`src/rtl/aoi211_seq_pkg.sv`:
```
// rtl/aoi211_seq_pkg.sv - shared types and helpers for the AOI211 arc sequencer
package aoi211_seq_pkg;

    typedef enum logic [1:0] {
        ST_IDLE   = 2'd0,
        ST_APPLY  = 2'd1,
        ST_SAMPLE = 2'd2,
        ST_FIN    = 2'd3
    } seq_state_e;

    typedef logic [3:0] vec_idx_t;

    localparam int NUM_VEC = 16;

    // Gray code keeps every step a single-input arc on the cell.
    function automatic logic [3:0] gray4(input vec_idx_t i);
        return i ^ (i >> 1);
    endfunction

    function automatic logic aoi211_golden(input logic a1, input logic a2,
                                           input logic b, input logic c);
        return !((a1 & a2) | b | c);
    endfunction

endpackage

```
`src/rtl/aoi211_seq_cmp.sv`:
```
// rtl/aoi211_seq_cmp.sv - ZN comparator with saturating mismatch count and first-fail capture
module aoi211_seq_cmp
    import aoi211_seq_pkg::*;
#(
    parameter int ERR_W = 4
) (
    input  logic             clk_i,
    input  logic             rn_i,
    input  logic             clr_i,
    input  logic             sample_i,
    input  logic             zn_obs_i,
    input  logic [3:0]       vec_i,
    output logic             mismatch_o,
    output logic [ERR_W-1:0] err_cnt_o,
    output logic             fail_vld_o,
    output logic [3:0]       fail_vec_o
);

    localparam logic [ERR_W-1:0] ERR_MAX = '1;
    localparam logic [ERR_W-1:0] ERR_ONE = {{(ERR_W-1){1'b0}}, 1'b1};

    logic [ERR_W-1:0] err_cnt_q;
    logic             fail_vld_q;
    logic [3:0]       fail_vec_q;

    assign mismatch_o = sample_i &&
        (zn_obs_i != aoi211_golden(vec_i[3], vec_i[2], vec_i[1], vec_i[0]));

    always_ff @(posedge clk_i or negedge rn_i) begin
        if (!rn_i) begin
            err_cnt_q  <= '0;
            fail_vld_q <= 1'b0;
            fail_vec_q <= 4'b0000;
        end else if (clr_i) begin
            err_cnt_q  <= '0;
            fail_vld_q <= 1'b0;
            fail_vec_q <= 4'b0000;
        end else if (mismatch_o) begin
            if (err_cnt_q != ERR_MAX) begin
                err_cnt_q <= err_cnt_q + ERR_ONE;
            end
            // Only the first failing vector is kept for debug.
            if (!fail_vld_q) begin
                fail_vld_q <= 1'b1;
                fail_vec_q <= vec_i;
            end
        end
    end

    assign err_cnt_o  = err_cnt_q;
    assign fail_vld_o = fail_vld_q;
    assign fail_vec_o = fail_vec_q;

endmodule

```
`src/rtl/aoi211_arc_sequencer.sv`:
```
// rtl/aoi211_arc_sequencer.sv - Gray-order self-test walker for one AOI211 cell
module aoi211_arc_sequencer
    import aoi211_seq_pkg::*;
#(
    parameter int SETTLE_CYCLES = 2,
    parameter int ERR_W         = 4
) (
    input  logic             clk_i,
    input  logic             rn_i,
    input  logic             start_i,
    input  logic             abort_i,
    input  logic             zn_obs_i,
    output logic             a1_o,
    output logic             a2_o,
    output logic             b_o,
    output logic             c_o,
    output logic             busy_o,
    output logic             done_o,
    output logic             pass_o,
    output logic [ERR_W-1:0] err_cnt_o,
    output logic             fail_vld_o,
    output logic [3:0]       fail_vec_o
);

    localparam logic [3:0] SETTLE_LAST = 4'(SETTLE_CYCLES - 1);
    localparam vec_idx_t   LAST_IDX    = vec_idx_t'(NUM_VEC - 1);

    seq_state_e state_q;
    vec_idx_t   idx_q;
    logic [3:0] settle_q;
    logic [3:0] vec_q;
    logic       busy_q;
    logic       done_q;
    logic       pass_q;

    logic       start_ok;
    logic       sample_en;
    logic       mismatch;

    assign start_ok  = ((state_q == ST_IDLE) || (state_q == ST_FIN)) && start_i && !abort_i;
    assign sample_en = (state_q == ST_SAMPLE) && !abort_i;

    always_ff @(posedge clk_i or negedge rn_i) begin
        if (!rn_i) begin
            state_q  <= ST_IDLE;
            idx_q    <= '0;
            settle_q <= 4'd0;
            vec_q    <= 4'b0000;
            busy_q   <= 1'b0;
            done_q   <= 1'b0;
            pass_q   <= 1'b0;
        end else begin
            case (state_q)
                ST_IDLE, ST_FIN: begin
                    if (start_ok) begin
                        state_q  <= ST_APPLY;
                        idx_q    <= '0;
                        settle_q <= 4'd0;
                        vec_q    <= gray4('0);
                        busy_q   <= 1'b1;
                        done_q   <= 1'b0;
                        pass_q   <= 1'b0;
                    end
                end
                ST_APPLY: begin
                    if (abort_i) begin
                        state_q <= ST_IDLE;
                        vec_q   <= 4'b0000;
                        busy_q  <= 1'b0;
                    end else if (settle_q == SETTLE_LAST) begin
                        state_q  <= ST_SAMPLE;
                        settle_q <= 4'd0;
                    end else begin
                        settle_q <= settle_q + 4'd1;
                    end
                end
                ST_SAMPLE: begin
                    if (abort_i) begin
                        state_q <= ST_IDLE;
                        vec_q   <= 4'b0000;
                        busy_q  <= 1'b0;
                    end else if (idx_q == LAST_IDX) begin
                        state_q <= ST_FIN;
                        vec_q   <= 4'b0000;
                        busy_q  <= 1'b0;
                        done_q  <= 1'b1;
                        // The final sample lands on this same edge, so fold it in.
                        pass_q  <= (err_cnt_o == '0) && !mismatch;
                    end else begin
                        state_q <= ST_APPLY;
                        idx_q   <= idx_q + 4'd1;
                        vec_q   <= gray4(idx_q + 4'd1);
                    end
                end
                default: begin
                    state_q <= ST_IDLE;
                end
            endcase
        end
    end

    aoi211_seq_cmp #(
        .ERR_W (ERR_W)
    ) u_cmp (
        .clk_i      (clk_i),
        .rn_i       (rn_i),
        .clr_i      (start_ok),
        .sample_i   (sample_en),
        .zn_obs_i   (zn_obs_i),
        .vec_i      (vec_q),
        .mismatch_o (mismatch),
        .err_cnt_o  (err_cnt_o),
        .fail_vld_o (fail_vld_o),
        .fail_vec_o (fail_vec_o)
    );

    assign a1_o   = vec_q[3];
    assign a2_o   = vec_q[2];
    assign b_o    = vec_q[1];
    assign c_o    = vec_q[0];
    assign busy_o = busy_q;
    assign done_o = done_q;
    assign pass_o = pass_q;

endmodule
```
`config.mk`:
```
export PLATFORM = sky130hd
export DESIGN_NAME = aoi211_arc_sequencer
export DESIGN_NICKNAME = d
export VERILOG_FILES = /design/src/rtl/aoi211_seq_pkg.sv /design/src/rtl/aoi211_seq_cmp.sv /design/src/rtl/aoi211_arc_sequencer.sv
export SDC_FILE = /design/constraint.sdc
export NUM_CORES = 1
export LEC_CHECK = 0
export CELL_PAD_IN_SITES_DETAIL_PLACEMENT = 0
export CELL_PAD_IN_SITES_GLOBAL_PLACEMENT = 2
export CORE_UTILIZATION = 34
export DETAILED_ROUTE_END_ITERATION = 6
export HOLD_SLACK_MARGIN = 0.08
export PLACE_DENSITY_LB_ADDON = 0.1
export SLEW_MARGIN = 40
export SYNTH_ARGS = -nofsm -noshare
export SYNTH_HDL_FRONTEND = slang
export SYNTH_HIERARCHICAL = 1
export SYNTH_SLANG_ARGS = --single-unit
export TNS_END_PERCENT = 50
```
`constraint.sdc`:
```
create_clock -name clk_i -period 2.1 [get_ports clk_i]
set_input_delay 0.21 -clock clk_i [delete_from_list [all_inputs] [get_ports clk_i]]
set_output_delay 0.21 -clock clk_i [all_outputs]
set_load 0.01 [all_outputs]
```
==> results of run 1 <==
per-stage QoR:
| step | instance area [um2] | utilization | total power, mW | instances |
|---|---|---|---|---|
| 6_report | 1880 | 0.454 | 1.89 | 229 |
| 5_1_grt | 1880 | 0.454 | 2.04 | 229 |
| 4_1_cts | 1880 | 0.454 | 1.91 | 229 |
| 3_5_place_dp | 1810 | 0.436 | 1.49 | 225 |
| 3_3_place_gp | 1810 | 0.436 | 1.47 | 225 |
| 2_1_floorplan | 1520 | - | 1.24 | 153 |
per-layer routing:
layer,up-vias,wire (um)
met5,-,0
met4,0,32
met3,4,119
met2,22,1470
met1,568,1670
li1,604,-
cell families (layout without fill, tap and decap cells):
family	Yosys count	after routing
AOI/OAI and AO/OA	35	35
xor gates and xnor gates	7	7
adders and majority gates	6	6
buffers and inverters	17	43
DFF	26	26
muxes	10	10
and+or+nand+nor	52	52
how the worst max path moves through the flow:
stage / to
after CTS: state_q[0]
after detailed placement: u_cmp/err_cnt_o[3]
final: u_cmp/err_cnt_o[3]
after floorplan: u_cmp/err_cnt_o[3]
after global routing: u_cmp/err_cnt_o[3]
after global placement: u_cmp/err_cnt_o[3]
layout make-up:
| type | instances | area (um2) |
|---|---|---|
| clock buffer | 3 | 41.3 |
| timing repair buffer | 26 | 245 |
| clock inverter | 1 | 30.0 |
| fill | 396 | 2260 |
| sequential | 26 | 651 |
| inverter | 13 | 48.8 |
| tap | 50 | 62.6 |
| multi-input combinational | 110 | 801 |
power breakdown:
part,total (mW),switching [mW],internal [mW]
registers,0.664,0.0864,0.578
logic,0.802,0.430,0.372
clock network,0.422,0.166,0.255
total,1.89,0.683,1.20
flip-flops by register name (all words and copies together), names as in the netlist:
register	flops
busy_o	1
done_o	1
idx_q	4
pass_o	1
settle_q	4
state_q	2
u_cmp/err_cnt_o	4
u_cmp/fail_vec_o	4
u_cmp/fail_vld_o	1
vec_q	4
placed cells by master (no fill, tap or decap), types with 2 or more instances in the layout:
master | Yosys | layout
nand2b_1 | 4 | 4
clkdlybuf4s50_1 | 0 | 20
o22ai_1 | 2 | 2
inv_1 | 12 | 12
clkbuf_8 | 0 | 3
o211ai_1 | 3 | 3
ha_1 | 6 | 6
o21ai_0 | 7 | 7
xor2_1 | 4 | 4
mux2i_1 | 8 | 8
a21oi_1 | 3 | 3
nand3b_1 | 2 | 2
nand2_1 | 16 | 16
nor3_1 | 2 | 2
nand3_1 | 6 | 6
o2bb2ai_1 | 2 | 2
buf_4 | 1 | 6
nor2_1 | 8 | 8
o32ai_1 | 4 | 4
a211oi_1 | 3 | 3
mux2_1 | 2 | 2
dfrtp_1 | 26 | 26
nor2b_1 | 3 | 3
xnor2_1 | 3 | 3
worst max-delay path, delay by kind of cell, from the launching register on:
family | cells | cell delay, ns
AOI/OAI and AO/OA | 2 | 0.46
buffers and inverters | 1 | 0.08
adders and majority gates | 1 | 0.17
muxes | 1 | 0.38
DFF | 1 | 0.39
and+or+nand+nor | 2 | 0.26
==> flow_summary.toml, run 1 <==
[logic_synthesis]
yosysWarningCount = 6
synth_edf_count = 0
ys_types = 47
synth-main-ff-cell = "dfrtp_1"
synth_area_leaders = "dfrtp_1 (43%), mux2i_1 (5.3%), ha_1 (4.9%), nand2_1 (4.0%), inv_1 (3.0%)"
synth-simple-area-share = 0.187
avgSynthCellArea_um2 = 9.94
synthMuxAreaShare = 0.0675
synth_top_family_by_area = "simple AND/OR/NAND/NOR gates"
synthCells = 153
netlist_area_um2 = 1520
synth_most_common_cell = "dfrtp_1"
yosys.area.top_type = "dfrtp_1"
yosys.area_share.adder = 0.0494
synth-compound-area-share = 0.183
async_flop_share = 1.00
synth_xor_area_frac = 0.0403
synth.top_cells.by_count = "dfrtp_1 (26), nand2_1 (16), inv_1 (12), mux2i_1 (8), nor2_1 (8)"
synth_top_area_share = 0.428
synth-seq-area-share = 0.428
ys_ff_latch = 26
synth_fp_nets = 164

[route]
vias_per_cell = 5.23
totalWireLength_um = 3300
drc = 0
drtAntennaViolNets = 0
drt-initial-drc-count = 45
dr.pass1.iters = 3
wl_per_cell_um = 14.4
vias = 1198

[placement]
dp_hpwl_um = 2460
gp_congestion = 0.766
port_buffers = 20
post-place-ws_ns = 0.121

[power]
ir_drop_mv = 0.727
leakagePower_nw = 0.779
power.density_nw_per_um2 = 1000

[sta]
worstMarginPinSlew_ns = 0.511
whs_ns = 0.298
period_needed_ns = 1.84
finalSetupViolCount = 0
fmax_mhz = 542
relSlewSlack = 0.650
setup_ws_ns = 0.256
slew_viol_final = 0
fin_tns_setup_ns = 0
post-route-period-util = 0.878
hold_viol = 0
fin_skew_ns = 0.00491
rsz0062_at_grt = "no"

[clocking]
ctsHoldBuffers = 0
clk_pin_slew_worst_paths_ns = 0.10
cts_resized = 0
cts_buffer_depth = 2
numCtsBuffers = 3
h-tree-depth = 1
cts_sinks = 26
root_buffer = "clkbuf_8"
clock_latency_ns = 0.27
post-cts-setup-buffers = 0
cts_tree = "built"

[floorplanning]
rows = 23
start_util = 0.367
die_y_um = 68.9
die_w_um = 68.9
dieArea_um2 = 4740
pin_count = 21
core_um2 = 4140

[grt]
grt_pass1_wl_um = 5770
grt.busiest_layer = "met2"
gr-usage-met1 = 0.220
met2_usage = 0.260
antenna_found_initial = 0
grt_pass1_vias = 1211
grt_max_degree = 27
grtUsageTotal = 0.163
overflow = 0
gr-usage-met3 = 0.0411

[worst_setup_path]
regToRegStartpoint = "state_q[0]"
worst-endpoint-arrival_ns = 2.01
r2r_setup_slack_ns = 0.26
cp_max_fo = 6
r2r-end = "u_cmp/err_cnt_o[3]"
crit_path_max_incr_delay_ns = 0.39
worst_path_max_delay_cell = "dfrtp_1"
critPathKind = "reg -> reg"
cp.required_ns = 2.27
crit_path_start = "state_q[0]"
crit_path_end_kind = "flip-flop"
reg2reg_depth = 7
critPathLaunchType = "flip-flop"
path_cells = "inv_1, ha_1, and2b_4, nand2b_1, mux2i_1, a41oi_1, a211oi_1"

[job]
maxCapViolations = 0

[worst_hold_path]
hold_class = "in -> async"

[layout]
synthToLayoutAreaGrowth_pct = 23.6
final_nets = 191
antenna_cells = 0
drive_above_1_share = 0.106

[run_status]
status = "complete, no violations"
Power figures use the tool's default switching activity.
==> run 2, diff against run 1 <==
Settings changed: MAX_ROUTING_LAYER set to met4.
==> run 2 against run 1 <==
  * Cell area unchanged
  * Sequential cell count unchanged
  * Maximum frequency fell by 0.37%
  * Die area stayed put
  * Worst hold slack lost 0.00062 ns
  * Non-clock buffer count did not move
  * Total power is essentially flat
  * Critical path type unchanged
==> flow_summary.toml, run 2 (same netlist as run 1, synthesis figures left out) <==
[route]
totalWireLength_um = 3310
wl_per_cell_um = 14.4
drt-initial-drc-count = 45
dr.pass1.iters = 3
drc = 0
vias = 1201
vias_per_cell = 5.24
drtAntennaViolNets = 0

[power]
combinationalPowerShare = 0.425
switching_power_mw = 0.683
ir_drop_mv = 0.724
power.density_nw_per_um2 = 1000
power_frac_seq = 0.352
leakagePower_nw = 0.779
sw_frac_of_total = 0.362
p_int_mw = 1.20
power_mw = 1.89
clockPowerShare = 0.223

[floorplanning]
core_um2 = 4140
pin_count = 21
die_y_um = 68.9
dieArea_um2 = 4740
die_w_um = 68.9
start_util = 0.367
rows = 23

[grt]
overflow = 0
antenna_found_initial = 0
grt_max_degree = 27
grtUsageTotal = 0.168
grt_pass1_wl_um = 5780
grt_pass1_vias = 1210

[layout]
drive_above_1_share = 0.106
final_area_um2 = 1880
final_common_cell = "dfrtp_1"
synthToLayoutAreaGrowth_pct = 23.6
layout.cells.most_common_list = "dfrtp_1 (26), clkdlybuf4s50_1 (20), nand2_1 (16)"
instances_no_fill = 229
antenna_cells = 0
final_nets = 191
final_core_util = 0.454

[sta]
relSlewSlack = 0.647
setup_ws_ns = 0.249
finalSetupViolCount = 0
post-route-period-util = 0.881
slew_viol_final = 0
fin_skew_ns = 0.00526
hold_viol = 0
fin_tns_setup_ns = 0
fmax_mhz = 540
rsz0062_at_grt = "no"
worstMarginPinSlew_ns = 0.515
whs_ns = 0.298
period_needed_ns = 1.85

[run_status]
status = "complete, no violations"

[clocking]
cts_buffer_depth = 2
cts_sinks = 26
ctsHoldBuffers = 0
clk_pin_slew_worst_paths_ns = 0.10
h-tree-depth = 1
numCtsBuffers = 3
clock_latency_ns = 0.27
cts_tree = "built"
cts_resized = 0
root_buffer = "clkbuf_8"
post-cts-setup-buffers = 0

[worst_setup_path]
crit_family = "compound AO/OA/AOI/OAI gates"
crit_path_end = "u_cmp/err_cnt_o[3]"
critPathLaunchType = "flip-flop"
crit_path_max_incr_delay_ns = 0.39
path_buf_inv = 1
cp.depth = 7
critPathKind = "reg -> reg"
crit_path_end_kind = "flip-flop"
cp.required_ns = 2.27
r2r_setup_slack_ns = 0.25
worst-endpoint-arrival_ns = 2.02
regToRegStartpoint = "state_q[0]"
cp_max_fo = 6
path_cells = "inv_1, ha_1, and2b_4, nand2b_1, mux2i_1, a41oi_1, a211oi_1"
r2r-end = "u_cmp/err_cnt_o[3]"
reg2reg_depth = 7
worst_path_max_delay_cell = "dfrtp_1"
crit_path_start = "state_q[0]"

[placement]
gp_congestion = 0.776
post-place-ws_ns = 0.121
port_buffers = 20
placed_cell_area_um2 = 1810
dp_cells = 225
dp_hpwl_um = 2460

[job]
maxCapViolations = 0

[worst_hold_path]
hold_class = "in -> async"
## run 2: cell counts in the layout (fill, tap and decap cells not counted)
No cell type changed its count.
## run 2: final cells by class
cell class,instances,area (um2)
Clock buffer,3,41.3
Clock inverter,1,30.0
Fill cell,396,2260
Inverter,13,48.8
Multi-Input combinational cell,110,801
Sequential cell,26,651
Tap cell,50,62.6
Timing Repair Buffer,26,245
## run 2: worst min-delay path by stage
stage	startpoint	to	slack (ns)	depth (start not counted)
4_1_cts	rn_i	u_cmp/err_cnt_o[2]	0.31	2
3_5_place_dp	pass_o	pass_o	0.50	2
3_3_place_gp	busy_o	busy_o	0.50	1
6_report	rn_i	u_cmp/err_cnt_o[1]	0.30	2
5_1_grt	rn_i	u_cmp/err_cnt_o[0]	0.33	2
2_1_floorplan	rn_i	busy_o	-0.09	0
## run 2: per-layer routing
metal | vias up | GRT usage | share of wire | routed length (um)
met2 | 20 | 0.260 | 0.45 | 1490
met3 | 4 | 0.0411 | 0.036 | 118
met1 | 572 | 0.220 | 0.50 | 1670
li1 | 605 | - | - | -
met5 | - | - | 0 | 0
met4 | 0 | 0.0408 | 0.0088 | 29
## run 2: power groups by stage
stage | clock network, mW | logic [mW] | registers (mW)
after detailed placement | 0 | 0.812 | 0.675
after global routing | 0.460 | 0.898 | 0.679
final | 0.421 | 0.802 | 0.664
after floorplan | 0 | 0.570 | 0.670
after global placement | 0 | 0.800 | 0.670
after CTS | 0.435 | 0.814 | 0.666
